$ cat config.mk
export PLATFORM = sky130hd
export DESIGN_NAME = axi_rd_arbiter
export DESIGN_NICKNAME = d
export VERILOG_FILES = /design/src/rtl/axi_arb_pkg.sv /design/src/rtl/axi_rr_arb2.sv /design/src/rtl/axi_rd_arbiter.sv
export SDC_FILE = /design/constraint.sdc
export NUM_CORES = 1
export LEC_CHECK = 0
export CAP_MARGIN = 0
export CORE_AREA = 2 2 105 107
export CTS_BUF_LIST = sky130_fd_sc_hd__clkbuf_4 sky130_fd_sc_hd__clkbuf_8
export CTS_CLUSTER_SIZE = 8
export DETAILED_ROUTE_END_ITERATION = 10
export DIE_AREA = 0 0 107 109
export DONT_BUFFER_PORTS = 1
export PLACE_DENSITY = 0.4
export SLEW_MARGIN = 10
export SYNTH_ARGS = -nofsm -noshare
export SYNTH_HDL_FRONTEND = slang
export SYNTH_HIERARCHICAL = 1
export SYNTH_SLANG_ARGS = --single-unit
$ cat constraint.sdc
create_clock -name clk_i -period 2.72 [get_ports clk_i]
set_clock_uncertainty 0.1 [all_clocks]
set_input_delay 0.68 -clock clk_i [delete_from_list [all_inputs] [get_ports clk_i]]
set_output_delay 0.68 -clock clk_i [all_outputs]
set_load 0.03 [all_outputs]
$ cat src/rtl/axi_arb_pkg.sv
// Shared types and widths for the two-master AXI read arbiter.
package axi_arb_pkg;

    localparam int unsigned ADDR_W = 32;
    localparam int unsigned DATA_W = 32;
    localparam int unsigned ID_W   = 4;
    localparam int unsigned LEN_W  = 8;

    typedef enum logic [1:0] {
        StIdle = 2'd0,
        StAddr = 2'd1,
        StData = 2'd2
    } arb_state_e;

endpackage

$ cat src/rtl/axi_rr_arb2.sv
// Two-way request picker: round-robin on ties, or fixed priority to req[1] when mode is set.
module axi_rr_arb2
    import axi_arb_pkg::*;
(
    input  logic [1:0] req,
    input  logic       last_grant,
    input  logic       mode,
    output logic       grant
);

    always_comb begin
        grant = req[1];
        if (req == 2'b11) begin
            grant = mode ? 1'b1 : ~last_grant;
        end
    end

endmodule

$ cat src/rtl/axi_rd_arbiter.sv
// Merges the icache (inport0) and dcache (inport1) AXI read masters onto one memory read port,
// one burst in flight at a time.
module axi_rd_arbiter
    import axi_arb_pkg::*;
#(
    parameter int unsigned ARB_MODE = 0
) (
    input  logic              clk_i,
    input  logic              rst_i,

    input  logic              inport0_arvalid_i,
    input  logic [ADDR_W-1:0] inport0_araddr_i,
    input  logic [ID_W-1:0]   inport0_arid_i,
    input  logic [LEN_W-1:0]  inport0_arlen_i,
    input  logic [1:0]        inport0_arburst_i,
    input  logic              inport0_rready_i,
    output logic              inport0_arready_o,
    output logic              inport0_rvalid_o,
    output logic [DATA_W-1:0] inport0_rdata_o,
    output logic [1:0]        inport0_rresp_o,
    output logic [ID_W-1:0]   inport0_rid_o,
    output logic              inport0_rlast_o,

    input  logic              inport1_arvalid_i,
    input  logic [ADDR_W-1:0] inport1_araddr_i,
    input  logic [ID_W-1:0]   inport1_arid_i,
    input  logic [LEN_W-1:0]  inport1_arlen_i,
    input  logic [1:0]        inport1_arburst_i,
    input  logic              inport1_rready_i,
    output logic              inport1_arready_o,
    output logic              inport1_rvalid_o,
    output logic [DATA_W-1:0] inport1_rdata_o,
    output logic [1:0]        inport1_rresp_o,
    output logic [ID_W-1:0]   inport1_rid_o,
    output logic              inport1_rlast_o,

    output logic              outport_arvalid_o,
    output logic [ADDR_W-1:0] outport_araddr_o,
    output logic [ID_W-1:0]   outport_arid_o,
    output logic [LEN_W-1:0]  outport_arlen_o,
    output logic [1:0]        outport_arburst_o,
    output logic              outport_rready_o,
    input  logic              outport_arready_i,
    input  logic              outport_rvalid_i,
    input  logic [DATA_W-1:0] outport_rdata_i,
    input  logic [1:0]        outport_rresp_i,
    input  logic [ID_W-1:0]   outport_rid_i,
    input  logic              outport_rlast_i,

    output logic              proto_err_o
);

    arb_state_e       state_q;
    logic             owner_q;
    logic             last_grant_q;
    logic [LEN_W-1:0] len_q;
    logic [LEN_W-1:0] beat_q;
    logic             proto_err_q;

    logic             grant;
    logic             own_arvalid;
    logic [LEN_W-1:0] own_arlen;
    logic             own_rready;
    logic             ar_hs;
    logic             r_hs;

    axi_rr_arb2 u_pick (
        .req        ({inport1_arvalid_i, inport0_arvalid_i}),
        .last_grant (last_grant_q),
        .mode       (ARB_MODE == 1),
        .grant      (grant)
    );

    always_comb begin
        own_arvalid       = owner_q ? inport1_arvalid_i : inport0_arvalid_i;
        own_arlen         = owner_q ? inport1_arlen_i   : inport0_arlen_i;
        own_rready        = owner_q ? inport1_rready_i  : inport0_rready_i;
        outport_araddr_o  = owner_q ? inport1_araddr_i  : inport0_araddr_i;
        outport_arid_o    = owner_q ? inport1_arid_i    : inport0_arid_i;
        outport_arburst_o = owner_q ? inport1_arburst_i : inport0_arburst_i;
        outport_arlen_o   = own_arlen;
    end

    always_comb begin
        outport_arvalid_o = (state_q == StAddr) && own_arvalid;
        inport0_arready_o = (state_q == StAddr) && !owner_q && outport_arready_i;
        inport1_arready_o = (state_q == StAddr) &&  owner_q && outport_arready_i;
        outport_rready_o  = (state_q == StData) && own_rready;
        inport0_rvalid_o  = (state_q == StData) && !owner_q && outport_rvalid_i;
        inport1_rvalid_o  = (state_q == StData) &&  owner_q && outport_rvalid_i;
        ar_hs             = outport_arvalid_o && outport_arready_i;
        r_hs              = outport_rvalid_i && outport_rready_o;
    end

    // R payload fans out to both ports; only the owner's rvalid qualifies it.
    always_comb begin
        inport0_rdata_o = outport_rdata_i;
        inport0_rresp_o = outport_rresp_i;
        inport0_rid_o   = outport_rid_i;
        inport0_rlast_o = outport_rlast_i;
        inport1_rdata_o = outport_rdata_i;
        inport1_rresp_o = outport_rresp_i;
        inport1_rid_o   = outport_rid_i;
        inport1_rlast_o = outport_rlast_i;
    end

    always_ff @(posedge clk_i) begin
        if (rst_i) begin
            state_q      <= StIdle;
            owner_q      <= 1'b0;
            last_grant_q <= 1'b1;
            len_q        <= '0;
            beat_q       <= '0;
            proto_err_q  <= 1'b0;
        end else begin
            unique case (state_q)
                StIdle: begin
                    if (inport0_arvalid_i || inport1_arvalid_i) begin
                        owner_q <= grant;
                        state_q <= StAddr;
                    end
                end
                StAddr: begin
                    if (ar_hs) begin
                        len_q   <= own_arlen;
                        beat_q  <= '0;
                        state_q <= StData;
                    end
                end
                StData: begin
                    if (r_hs) begin
                        beat_q <= beat_q + LEN_W'(1);
                        // rlast must coincide exactly with the final counted beat
                        if (outport_rlast_i != (beat_q == len_q)) begin
                            proto_err_q <= 1'b1;
                        end
                        if (outport_rlast_i) begin
                            last_grant_q <= owner_q;
                            state_q      <= StIdle;
                        end
                    end
                end
                default: state_q <= StIdle;
            endcase
        end
    end

    assign proto_err_o = proto_err_q;

endmodule

# Word level (Yosys, flattened, before mapping)
# Index checks and enable logic that the tools add are counted.
[word_totals]
word_cells = 54
reg_bits = 21
ram_bits = 0
mem_bits_ro = 0
latch_bits = 0
memories = 0
out_inout_bits = 131
in_bits = 139
[op_classes]
mul = 0
n_addsub = 1
n_reduce_logical = 22
mux = 15
order_cmp = 0
n_eq_ne = 9
div_mod_pow = 0
bitwise = 1
shifts = 0
[op_table]
columns = ["operator", "count"]
rows = [
  ["2-to-1 mux 32 bit", 1],
  ["2-to-1 mux 8 bit", 3],
  ["case mux 8 bit (2 select lines)", 1],
  ["logical AND 1 bit", 12],
  ["2-to-1 mux 2 bit", 5],
  ["AND reduction 3 bit", 3],
  ["adder 8 x 1 -> 8 bit (second input constant)", 1],
  ["== test 8 bit", 1],
  ["inequality test 2 bit (second input constant)", 4],
  ["case mux 2 bit (3 select lines)", 1],
  ["== test 2 bit (second input constant)", 2],
  ["2-to-1 mux 4 bit", 1],
  ["AND reduction 2 bit", 2],
  ["AND reduction 4 bit", 1],
  ["2-to-1 mux 1 bit", 3],
  ["== test 2 x 1 -> 1 bit (second input constant)", 1],
  ["zero test 2 bit", 1],
  ["nonzero test 2 bit", 1],
  ["zero test 1 bit", 1],
  ["logical OR 1 bit", 1],
  ["inequality test 1 bit", 1],
  ["NOT 1 bit", 1],
]

# Logic depth before layout (Yosys ltp)
# Gate-level depths: netlist of run 1.
[logic_depth]
word_depth = 5
depth_mapped = 6
depth_no_buf = 5

# Hierarchy
# Netlist of run 1, hierarchy kept.
[modules_own_cells]
columns = ["mod", "n_inst", "area_each_um2", "seq_area_each_um2", "cells_each"]
rows = [
  ["axi_rd_arbiter", 1, 2209.6, 420.4, 258],
  ["axi_rr_arb2", 1, 11.3, 0.0, 2],
]

# Least setup slack after synthesis of run 1
# Ideal clock, no wire load.
[synth_timing]
path_type = "register -> output"
start = "reg owner_q"
end = "out outport_araddr_o[0]"
stages_incl_launch_ff = 5
arrival_time_ns = 1.407
required_ns = 1.940
n_path_buf = 3
setup_slack_ns = 0.533
cell_sequence = "dfxtp_1 -> buf_6 -> clkbuf_1 -> buf_2 -> mux2_2"
[synth_via]
elab_chain_cells = 1
[synth_lines]
columns = ["element", "line", "text"]
rows = [
  ["start: declaration", "axi_rd_arbiter.sv:54", "logic owner_q;"],
  ["start signal: assignment", "axi_rd_arbiter.sv:119", "owner_q <= grant;"],
  ["2-to-1 mux 32 bit", "axi_rd_arbiter.sv:78", "outport_araddr_o = owner_q ? inport1_araddr_i : inport0_araddr_i;"],
  ["end: declaration", "axi_rd_arbiter.sv:38", "output logic [ADDR_W-1:0] outport_araddr_o,"],
]
# Every way passes these cells.

# Final worst setup path of run 1
[layout_timing]
start = "reg owner_q"
end = "out outport_arlen_o[3]"
[layout_via]
elab_chain_cells = 1
[layout_lines]
columns = ["element", "line", "text"]
rows = [
  ["2-to-1 mux 8 bit", "axi_rd_arbiter.sv:76", "own_arlen = owner_q ? inport1_arlen_i : inport0_arlen_i;"],
  ["end: declaration", "axi_rd_arbiter.sv:40", "output logic [LEN_W-1:0] outport_arlen_o,"],
]
# Every way passes these cells.

==> results.md, run 1 <==
| Item | This run | Unit |
|---|---|---|
| Status | finished clean | - |
| Sw power | 0.350 | mW |
| Hold-fix buffers at CTS | 0 | - |
| Total GRT Usage | 0.0983 | - |
| Crit path launch type | flip-flop | - |
| Resize count post-CTS | 0 | - |
| Internal power summed over all cells | 0.517 | mW |
| Post-synth design cell area | 0.00222 | sq mm |
| Combinational fraction of design power | 0.371 | - |
| CTS buffer count | 3 | - |
| Clock latency reported for the late side of the worst-skew pair | 270 | ps |
| Height of the die | 109 | microns |
| Die span in x | 107 | microns |
| Fraction of power spent switching nets | 0.404 | - |
| CP endpoint kind | output pin | - |
| ANT nets after route | 0 | - |
| Placer's final routability congestion estimate | 0.726 | - |
| CTS root buf | clkbuf_8 | - |
| Minimum clock period after layout | 2320 | ps |
| Seq pwr share | 0.378 | - |
| Hpwl dp | 5170 | microns |
| Wire length of the first global-routing pass | 8510 | microns |
| Count of flip-flops with a built-in enable after synthesis | 0 | - |
| Share of the cycle needed by the critical path after routing | 0.852 | - |
| Initial antenna violation count | 0 | - |
| Sequential area share after synthesis | 0.189 | - |
| Highest Clock Rate | 0.431 | GHz |
| Std-Cell Core Area | 0.0106 | sq mm |
| Critical-path maximum fanout | 43 | - |
| Slowest stage delay, CP | 500 | ps |
| Cells traversed along the worst timing path | buf_12 -> mux2_2 | - |
| Hold Path Sink | owner_q | - |
| Number of H-tree branching levels | 1 | - |
| Placed Area | 0.00180 | sq mm |
| Number of vias in the routed layout | 1405 | - |
| Setup slack of the worst register-to-register path | 760 | ps |
| Total setup violations reported at the end of the flow | 0 | - |
| Final max-slew violation count | 0 | - |
| Average cell area after synthesis | 8.54 | sq um |
| Final setup TNS | 0 | ps |
| Slew of the pin with the lowest slew margin | 594 | ps |
| Critical path's slowest cell | dfxtp_2 | - |
| Class of the worst hold path | in -> reg | - |
| Count of boundary I/O pins | 270 | - |
| Number of unique standard cell types used by synthesis | 40 | - |
| Max clock buf depth | 2 | - |
| Power density normalized to cell area | 469 | mW/mm^2 |
| Unrepaired setup endpoints after global routing | no | - |
| Vias in the first global route | 1371 | - |
| Post-CTS setup-driven buffer insertion count | 0 | - |
| Number of iterations in the first detailed-routing pass | 5 | - |
| Max Cap Violations | 0 | - |
| Area enclosed by the die boundary | 0.0117 | sq mm |
| Flop and latch count out of synthesis | 21 | - |
| Nets in the synthesized netlist | 400 | - |
| Max rail drop VDD | 151 | uV |
| Kind of critical path | reg -> out | - |
| First-iteration detailed-routing DRC count | 56 | - |
| Total of buffers placed on input and output ports | 0 | - |
| Number of cells on the worst hold path | 1 | - |
| Worst endpoint data arrival time | 1540 | ps |
| Hold slack | 366 | ps |
| Proportion of netlist area held by the largest area contributor | 0.264 | - |
| Post-layout nets | 321 | - |
| Area growth from synthesis to final layout | -16.7 | % |
| Post-route cell area | 0.00185 | sq mm |
| Fraction of final layout cells sized beyond drive strength 1 | 0.333 | - |
| Cell accounting for the most synthesized area | buf_4 | - |
| Startpoint of the tightest hold check path | rst_i | - |
| Vias per Instance | 4.39 | - |
| Total leakage power | 0.577 | nW |
| Number of hold violations in the final report | 0 | - |
| Crit path from | owner_q | - |
| GR Overflow Total | 0 | - |
| Utilization after layout | 0.174 | - |
| Share of flip-flops with an asynchronous set or reset after synthesis | 0 | - |
| Num rows | 38 | - |
| Wire length reported by the detailed router | 6140 | microns |
| Routed length per instance | 19.2 | microns |
| Pin count of the biggest net entering global routing | 44 | - |
| Number of inserted diodes | 0 | - |
| RR Endpoint | beat_q[6] | - |
| Starting density of the core | 0.209 | - |
| Clock power share | 0.251 | - |
| Cells after synthesis | 260 | - |
| # clock sinks | 21 | - |
| Slew Limit Headroom | 0.603 | - |
| Number of cells on the worst reg-to-reg path | 5 | - |
| DRC violations left | 0 | - |
| CTS tree | yes | - |
| Ys flop type | dfxtp_1 | - |
| Clock slew at the register clock pins of the worst setup and hold paths | 90 | ps |
| Number of warnings printed during yosys synthesis | 6 | - |
| Critical path required time | 1940 | ps |
| Largest cells by area after synthesis | buf_4 (26%), mux2_2 (23%), dfxtp_1 (19%), a21oi_1 (3.2%), o21ai_0 (3.2%) | - |
| Critical register-to-register path startpoint | owner_q | - |
critical path: cells and delay by family, from the launching register on:
family	cells	cell delay (ps)
mux	1	480
flops	1	500
buf+inv	1	260
per-layer routing:
metal  track usage  vias to the layer above  share of wire
met3        0.0287                        6          0.092
met2         0.188                       99           0.55
li1              -                      659              -
met1         0.111                      641           0.36
met4        0.0111                        0         0.0028
met5             0                        -              0
cell families after synthesis:
kind of cell / Yosys count / synth area share
other: 1 / 0.00169
AOI/OAI and AO/OA: 41 / 0.111
adders and majority gates: 1 / 0.00563
DFF: 21 / 0.189
muxes: 50 / 0.254
xor gates and xnor gates: 8 / 0.0316
and+or+nand+nor: 48 / 0.114
buffers and inverters: 90 / 0.293
cell usage after synthesis (2+ instances only):
master and instances:
nand3b_1 3, and2_1 2, and3_1 2, and4_1 2, buf_4 78, or3_1 2
o21ai_0 14, buf_2 4, nor2_1 9, mux2_2 46, a21oi_1 14, dfxtp_1 21
clkbuf_1 5, xnor2_1 8, nor3_1 2, a31oi_1 2, nand4_1 2, nor2b_1 4
buf_6 2, a41oi_1 2, nand2_1 14, o21a_1 2, mux2i_1 3
sequential cells by signal, summed over array words and instances, names as in the netlist:
| register | count |
|---|---|
| beat_q | 8 |
| len_q | 8 |
| last_grant_q | 1 |
| state_q | 2 |
| proto_err_o | 1 |
| owner_q | 1 |
power groups by stage:
stage	logic, mW	clock network, mW	registers (mW)
global route	0.340	0.236	0.330
detailed placement	0.329	0	0.335
CTS	0.331	0.225	0.328
floorplan	0.503	0	0.328
global placement	0.329	0	0.335
finish	0.321	0.218	0.328
area by class of cell:
class	instances	area, sq um
repair buffers	5	50.0
flip-flops and latches	21	422
clock buffers	3	41.3
clock inverters	1	7.51
multi-input cells	149	1150
well taps	140	175
inverters	1	3.75
fillers	1208	8750
worst max-delay path by stage:
stage / slack [ps] / to
after global placement: 580 / inport0_arready_o
final: 400 / outport_arlen_o[3]
after global routing: 320 / outport_arlen_o[6]
after CTS: 390 / outport_arlen_o[3]
after floorplan: 530 / outport_araddr_o[0]
after detailed placement: 570 / inport0_arready_o
metrics by stage:
step                      power (mW)  setup slack (ps)  std cells
after floorplan                0.831               533        260
after global placement         0.664               577        316
after detailed placement       0.664               569        316
after CTS                      0.883               393        320
after global routing           0.906               324        320
final                          0.867               402        320
cells in the final DEF, fill, tap and decap left out, drive strengths merged, types with 3 or more instances in the layout:
master,instances
mux2i,3
mux2,47
and2,3
nor2b,4
nand3b,3
nor2,10
clkbuf,3
nand2,14
buf,5
a21oi,14
o21ai,14
dfxtp,21
xnor2,8
No activity file was read; power rests on OpenSTA's default activity.
==> run 2: changes to the inputs <==
--- a/config.mk
+++ b/config.mk
@@ -6,15 +6,14 @@
 export NUM_CORES = 1
 export LEC_CHECK = 0
 export CAP_MARGIN = 0
-export CORE_AREA = 2 2 105 107
-export CTS_BUF_LIST = sky130_fd_sc_hd__clkbuf_4 sky130_fd_sc_hd__clkbuf_8
+export CORE_AREA = 2 2 106 108
+export CTS_BUF_LIST = sky130_fd_sc_hd__clkbuf_16
 export CTS_CLUSTER_SIZE = 8
 export DETAILED_ROUTE_END_ITERATION = 10
-export DIE_AREA = 0 0 107 109
+export DIE_AREA = 0 0 108 110
 export DONT_BUFFER_PORTS = 1
 export PLACE_DENSITY = 0.4
 export SLEW_MARGIN = 10
 export SYNTH_ARGS = -nofsm -noshare
 export SYNTH_HDL_FRONTEND = slang
-export SYNTH_HIERARCHICAL = 1
 export SYNTH_SLANG_ARGS = --single-unit
==> run 2 against run 1 <==
Against the previous run:
- setup slack got worse by 150 ps
- hold slack improved by 28 ps
- global-route usage decreased by 1.6 points
- final cell count did not move
- fmax fell by 6.2%
- critical path depth is 1 higher
- first-iteration DRC count up 1.8%
- flip-flop and latch count unchanged
- critical path type unchanged
- sequential power increased by 2%
==> results.md, run 2 <==
| Item | This run | Unit | Delta |
|---|---|---|---|
| Status | finished clean | - |  |
| Resize count post-CTS | 0 | - | unchanged |
| Slew Limit Headroom | 0.632 | - | +0.0290 |
| Placer's final routability congestion estimate | 0.692 | - | -4.7% |
| CTS buffer count | 3 | - | unchanged |
| Crit path setup slack, layout | 248 | ps | -154 ps |
| Wire length reported by the detailed router | 5460 | microns | -11% |
| Worst endpoint data arrival time | 1690 | ps | +150 ps |
| DRC violations left | 0 | - | unchanged |
| Clock latency reported for the late side of the worst-skew pair | 250 | ps | -20 ps |
| Area growth from synthesis to final layout | -15.4 | % |  |
| Num rows | 38 | - | unchanged |
| Hold slack | 394 | ps | +27.8 ps |
| Number of warnings printed during yosys synthesis | 0 | - | -6 |
| Detailed-routed wire length on met3 | 469 | microns | -17% |
| Max Cap Violations | 0 | - | unchanged |
| Area enclosed by the die boundary | 0.0119 | sq mm | +1.9% |
| Height of the die | 110 | microns | +0.92% |
| Number of cells on the worst hold path | 1 | - | unchanged |
| Total GRT Usage | 0.0822 | - | -0.0161 |
| Share of flip-flops with an asynchronous set or reset after synthesis | 0 | - | unchanged |
| Die span in x | 108 | microns | +0.93% |
| Largest cells by area after synthesis | buf_4 (26%), mux2_2 (21%), dfxtp_1 (19%), nor3_1 (3.8%), nor2_1 (3.2%) | - |  |
| Critical path required time | 1940 | ps | about the same |
| Power density normalized to cell area | 495 | mW/mm^2 | +5.7% |
| Std-Cell Core Area | 0.0107 | sq mm | +0.90% |
| Routed length per instance | 17.1 | microns | -11% |
| Flop and latch count out of synthesis | 21 | - | unchanged |
| Nets in the synthesized netlist | 401 | - | +0.25% |
| Share of the cycle needed by the critical path after routing | 0.909 | - | +0.0566 |
| CTS tree | yes | - |  |
| Final setup TNS | 0 | ps | unchanged |
| Initial antenna violation count | 0 | - | unchanged |
| Count of boundary I/O pins | 270 | - | unchanged |
| Fraction of final layout cells sized beyond drive strength 1 | 0.333 | - | unchanged |
| Kind of critical path | reg -> out | - |  |
| Pin count of the biggest net entering global routing | 39 | - | -11% |
| Largest registers | beat_q (8), len_q (8), state_q (2) | - |  |
| Hold-fix buffers at CTS | 0 | - | unchanged |
| Max rail drop VDD | 188 | uV | +24% |
| Max clock buf depth | 2 | - | unchanged |
| Ys flop type | dfxtp_1 | - |  |
| Vias per Instance | 4.52 | - | +3.0% |
| Unrepaired setup endpoints after global routing | no | - |  |
| Highest Clock Rate | 0.405 | GHz | -6.2% |
| Setup WS pre-CTS | 537 | ps | -31.7 ps |
| Final max-slew violation count | 0 | - | unchanged |
| Average cell area after synthesis | 8.63 | sq um | +1.0% |
| Crit path launch type | flip-flop | - |  |
| Cell accounting for the most synthesized area | buf_4 | - |  |
| Most common cell after layout, fill and taps aside | mux2_2 | - |  |
| Class of the worst hold path | in -> reg | - |  |
| Routed metal-1 wirelength | 2450 | microns | +11% |
| Sequential area share after synthesis | 0.187 | - | -0.00263 |
| Wire length of the first global-routing pass | 7320 | microns | -14% |
| Total leakage power | 0.601 | nW | +4.2% |
| Total of buffers placed on input and output ports | 0 | - | unchanged |
| Leading cell types in the layout, fill and taps excluded | mux2_2 (42), dfxtp_1 (20), nor2_1 (19) | - |  |
| GR Overflow Total | 0 | - | unchanged |
| Post-synth design cell area | 0.00225 | sq mm | +1.4% |
| Multi-input combinational cell area | 0.00116 | sq mm | +1.2% |
| Slew of the pin with the lowest slew margin | 550 | ps | -44.2 ps |
| Count of flip-flops with a built-in enable after synthesis | 0 | - | unchanged |
| Length of routed met2 wiring | 2450 | microns | -27% |
| Hpwl dp | 4460 | microns | -14% |
| Number of cells on the worst reg-to-reg path | 4 | - | -1 |
| Topmost layer with routed signal wires | met4 | - |  |
| Number of iterations in the first detailed-routing pass | 4 | - | -1 |
| Post-CTS setup-driven buffer insertion count | 0 | - | unchanged |
| Starting density of the core | 0.211 | - | +0.00106 |
| Proportion of netlist area held by the largest area contributor | 0.263 | - | -0.000329 |
| Vias in the first global route | 1324 | - | -3.4% |
| # clock sinks | 21 | - | unchanged |
| Cells after synthesis | 261 | - | +0.38% |
| First-iteration detailed-routing DRC count | 57 | - | +1.8% |
| Number of inserted diodes | 0 | - | unchanged |
| Total power of the final layout | 0.943 | mW | +8.8% |
| Most common cell in the synthesized netlist | buf_4 | - |  |
| Number of hold violations in the final report | 0 | - | unchanged |
| ANT nets after route | 0 | - | unchanged |
| CTS root buf | clkbuf_16 | - |  |
| Number of vias in the routed layout | 1447 | - | +3.0% |
| Critical-path maximum fanout | 7 | - | -84% |
| Minimum clock period after layout | 2470 | ps | +154 ps |
| Number of unique standard cell types used by synthesis | 40 | - | unchanged |
| Total setup violations reported at the end of the flow | 0 | - | unchanged |
| Number of H-tree branching levels | 1 | - | unchanged |
| Layout fillers | 1206 | - | -0.17% |
| Clock slew at the register clock pins of the worst setup and hold paths | 60 | ps | -30 ps |
| Post-layout nets | 321 | - | unchanged |
| CP endpoint kind | output pin | - |  |
| Post-synth top cells | buf_4 (79), mux2_2 (42), dfxtp_1 (21), nor2_1 (19), nor3_1 (17) | - |  |
| Storage element area | 422 | sq um | unchanged |
## run 2: cell types whose count changed after synthesis, moves of 5 or more
cell	previous run	this run
nor3_1	2	17
o21ai_0	14	0
nor2_1	9	19
nand2_1	14	7
a21oi_1	14	9
o21ai_1	0	5
## run 2: worst max-delay path: stages (launching register included)
cell	delay, ps
dfxtp_1	430
nor2b_1	400
nand2_1	160
nor2_1	450
## run 2: path summary, 6_finish.rpt
kind	from	end	slack (ps)
worst min register to register	beat_q[1]	beat_q[1]	400
worst max-delay path	state_q[1]	inport1_rvalid_o	250
worst max register to register	owner_q	len_q[1]	770
worst min-delay path	rst_i	beat_q[6]	390
## run 2: layout make-up
type                            count  area share
Timing Repair Buffer                6      0.0302
Clock buffer                        3      0.0394
Clock inverter                      1     0.00197
Sequential cell                    21       0.221
Inverter                            2     0.00394
Tap cell                          140      0.0920
Multi-Input combinational cell    147       0.611
## run 2: routing by layer
layer,global-route usage,vias up
met2,0.115,91
li1,-,663
met5,0,-
met3,0.0294,16
met1,0.115,677
met4,0.0302,0
## run 2: kinds of logic (layout without fill, tap and decap cells)
| logic type | count (synthesis) | after routing | synth area share |
|---|---|---|---|
| AO/OA/AOI/OAI | 22 | 22 | 0.0772 |
| XOR/XNOR | 8 | 8 | 0.0311 |
| adder cells (fa/ha/maj) | 1 | 1 | 0.00555 |
| buffers and inverters | 93 | 12 | 0.297 |
| flip-flops | 21 | 21 | 0.187 |
| multiplexers | 49 | 49 | 0.247 |
| AND/OR/NAND/NOR | 67 | 67 | 0.156 |
## run 2: stage by stage
step           cells  cell area (sq um)   util
5_1_grt          320               1900  0.178
3_3_place_gp     316               1830  0.171
2_1_floorplan    261               2250      -
4_1_cts          320               1900  0.178
3_5_place_dp     316               1830  0.171
6_report         320               1900  0.178
## run 2: power breakdown
group          internal, mW  switching [mW]  leakage (nW)
Sequential            0.319          0.0160         0.171
Combinational        0.0964           0.210         0.388
Clock                 0.196           0.107        0.0423
==> run 3: changes to the inputs <==
--- a/config.mk
+++ b/config.mk
@@ -12,7 +12,9 @@
 export DETAILED_ROUTE_END_ITERATION = 10
 export DIE_AREA = 0 0 108 110
 export DONT_BUFFER_PORTS = 1
+export GPL_TIMING_DRIVEN = 0
 export PLACE_DENSITY = 0.4
+export REMOVE_ABC_BUFFERS = 1
 export SLEW_MARGIN = 10
 export SYNTH_ARGS = -nofsm -noshare
 export SYNTH_HDL_FRONTEND = slang
==> run 3 against run 2 <==
Against the previous run:
- via count increased by 6.5%
- clock power increased by 4%
- sequential share of layout area increased by 0.28 points
- setup slack got worse by 170 ps
- routed wire length increased by 86%
- combinational power increased by 5%
- final area decreased by 1.2%
- count of clock-buffer cells in the layout unchanged
- non-clock buffer count decreased by 5
- largest power group unchanged
==> results.md, run 3 (same netlist as run 2, synthesis figures left out) <==
| Item | This run | Unit | Delta |
|---|---|---|---|
| Post-route cell area | 0.00188 | sq mm | -1.2% |
| Leading cell types in the layout, fill and taps excluded | mux2_2 (42), dfxtp_1 (20), nor2_1 (19) | - |  |
| Vias in the first global route | 1591 | - | +20% |
| Final cell count without fillers | 315 | - | -1.6% |
| Pin count of the biggest net entering global routing | 37 | - | -5.1% |
| Height of the die | 110 | microns | unchanged |
| Wire length of the first global-routing pass | 13200 | microns | +80% |
| Critical path required time | 1940 | ps | about the same |
| Hpwl dp | 8950 | microns | +100% |
| Starting density of the core | 0.211 | - | unchanged |
| CTS buffer count | 3 | - | unchanged |
| Slew Limit Headroom | 0.527 | - | -0.106 |
| Share of the cycle needed by the critical path after routing | 0.972 | - | +0.0636 |
| Routed length per instance | 32.2 | microns | +89% |
| Number of placed instances, taps included | 311 | - | -1.6% |
| Power density normalized to cell area | 516 | mW/mm^2 | +4.1% |
| Count of boundary I/O pins | 270 | - | unchanged |
| Setup WS pre-CTS | 109 | ps | -428 ps |
| Number of H-tree branching levels | 1 | - | unchanged |
| Final max-slew violation count | 0 | - | unchanged |
| Die span in x | 108 | microns | unchanged |
| # clock sinks | 21 | - | unchanged |
| Worst endpoint data arrival time | 1860 | ps | +170 ps |
| Crit path setup slack, layout | 75.5 | ps | -173 ps |
| Num rows | 38 | - | unchanged |
| Clock slew at the register clock pins of the worst setup and hold paths | 60 | ps | about the same |
| Post-layout nets | 316 | - | -1.6% |
| Placed Area | 0.00179 | sq mm | -2.1% |
| ANT nets after route | 0 | - | unchanged |
| Number of inserted diodes | 0 | - | unchanged |
| CP endpoint kind | output pin | - |  |
| Total setup violations reported at the end of the flow | 0 | - | unchanged |
| Std-Cell Core Area | 0.0107 | sq mm | unchanged |
| CTS root buf | clkbuf_16 | - |  |
| Max rail drop VDD | 160 | uV | -15% |
| Initial antenna violation count | 0 | - | unchanged |
| CTS tree | yes | - |  |
| Number of vias in the routed layout | 1541 | - | +6.5% |
| Max clock buf depth | 2 | - | unchanged |
| Wire length reported by the detailed router | 10100 | microns | +86% |
| Number of hold violations in the final report | 0 | - | unchanged |
| Max Cap Violations | 0 | - | unchanged |
| Crit path launch type | flip-flop | - |  |
| Status | finished clean | - |  |
| Kind of critical path | reg -> out | - |  |
| Clock latency reported for the late side of the worst-skew pair | 260 | ps | about the same |
| Vias per Instance | 4.89 | - | +8.2% |
| Area enclosed by the die boundary | 0.0119 | sq mm | unchanged |
| Largest registers | beat_q (8), len_q (8), state_q (2) | - |  |
| GR Overflow Total | 0 | - | unchanged |
| Total leakage power | 0.579 | nW | -3.7% |
| Utilization after layout | 0.176 | - | -0.00222 |
| Total GRT Usage | 0.164 | - | +0.0814 |
| Critical-path maximum fanout | 12 | - | +5 |
| Most common cell after layout, fill and taps aside | mux2_2 | - |  |
| Total of buffers placed on input and output ports | 0 | - | unchanged |
| Number of iterations in the first detailed-routing pass | 4 | - | unchanged |
| Class of the worst hold path | in -> reg | - |  |
| Area growth from synthesis to final layout | -16.5 | % |  |
| Layout fillers | 1208 | - | +0.17% |
| Slew of the pin with the lowest slew margin | 708 | ps | +158 ps |
| Fraction of final layout cells sized beyond drive strength 1 | 0.320 | - | -0.0133 |
| Highest Clock Rate | 0.378 | GHz | -6.5% |
| First-iteration detailed-routing DRC count | 53 | - | -7.0% |
| Minimum clock period after layout | 2640 | ps | +173 ps |
| Placer's final routability congestion estimate | 0.797 | - | +15% |
| DRC violations left | 0 | - | unchanged |
| Unrepaired setup endpoints after global routing | yes | - |  |
[run 3: cell types whose count changed in the layout (fill, tap and decap cells not counted)]
cell     before  now
nor3b_2       0    1
mux2i_4       0    1
mux2i_2       1    0
nor3b_1       1    0
buf_4         5    0
[run 3: cell type report]
type                    count  area, sq um  area share
clock inverters             1         3.75     0.00200
inverters                   2         7.51     0.00399
well taps                 140          175      0.0931
flip-flops and latches     21          422       0.224
clock buffers               3         75.1      0.0399
multi-input cells         147         1180       0.626
repair buffers              1         20.0      0.0106
[run 3: worst paths after layout]
| path | startpoint | to | slack (ps) | depth (start not counted) |
|---|---|---|---|---|
| max | state_q[1] | inport0_arready_o | 80 | 2 |
| min | rst_i | beat_q[3] | 390 | 1 |
| max reg2reg | owner_q | beat_q[6] | 720 | 4 |
| min reg2reg | beat_q[1] | beat_q[1] | 400 | 2 |
[run 3: routing by layer]
metal | track usage | vias up | share of wire | wire, microns
li1 | - | 654 | - | -
met4 | 0.0247 | 0 | 0.0068 | 69
met1 | 0.157 | 689 | 0.32 | 3200
met2 | 0.250 | 188 | 0.44 | 4410
met3 | 0.169 | 10 | 0.24 | 2450
met5 | 0.0223 | - | 0 | 0
[run 3: per-stage QoR]
| step | TNS (ps) | hold WS [ps] | total power [mW] |
|---|---|---|---|
| detailed placement | 0 | 388 | 0.663 |
| floorplan | -1230 | 345 | 0.604 |
| finish | 0 | 387 | 0.970 |
| global placement | -26150 | 384 | 0.659 |
| CTS | 0 | 384 | 0.982 |
| global route | -179 | 377 | 1.01 |
[run 3: where the power goes]
part / leakage, nW / switching [mW] / total [mW] / internal [mW]
sequential: 0.171 / 0.0155 / 0.334 / 0.319
combinational: 0.366 / 0.227 / 0.320 / 0.0923
clock: 0.0423 / 0.120 / 0.316 / 0.196
total: 0.579 / 0.363 / 0.970 / 0.607
[run 3: critical path: stages, from the launching register on]
cell,delay (ps)
dfxtp_1,360
nand3b_1,580
nor2_1,660
[run 3: repair_timing]
| item | CTS | global route |
|---|---|---|
| setup buffers | 0 | 0 |
| gates resized for setup | 2 | 0 |
| hold buffers | 0 | 0 |
| endpoints found under the setup margin | 1 | 2 |
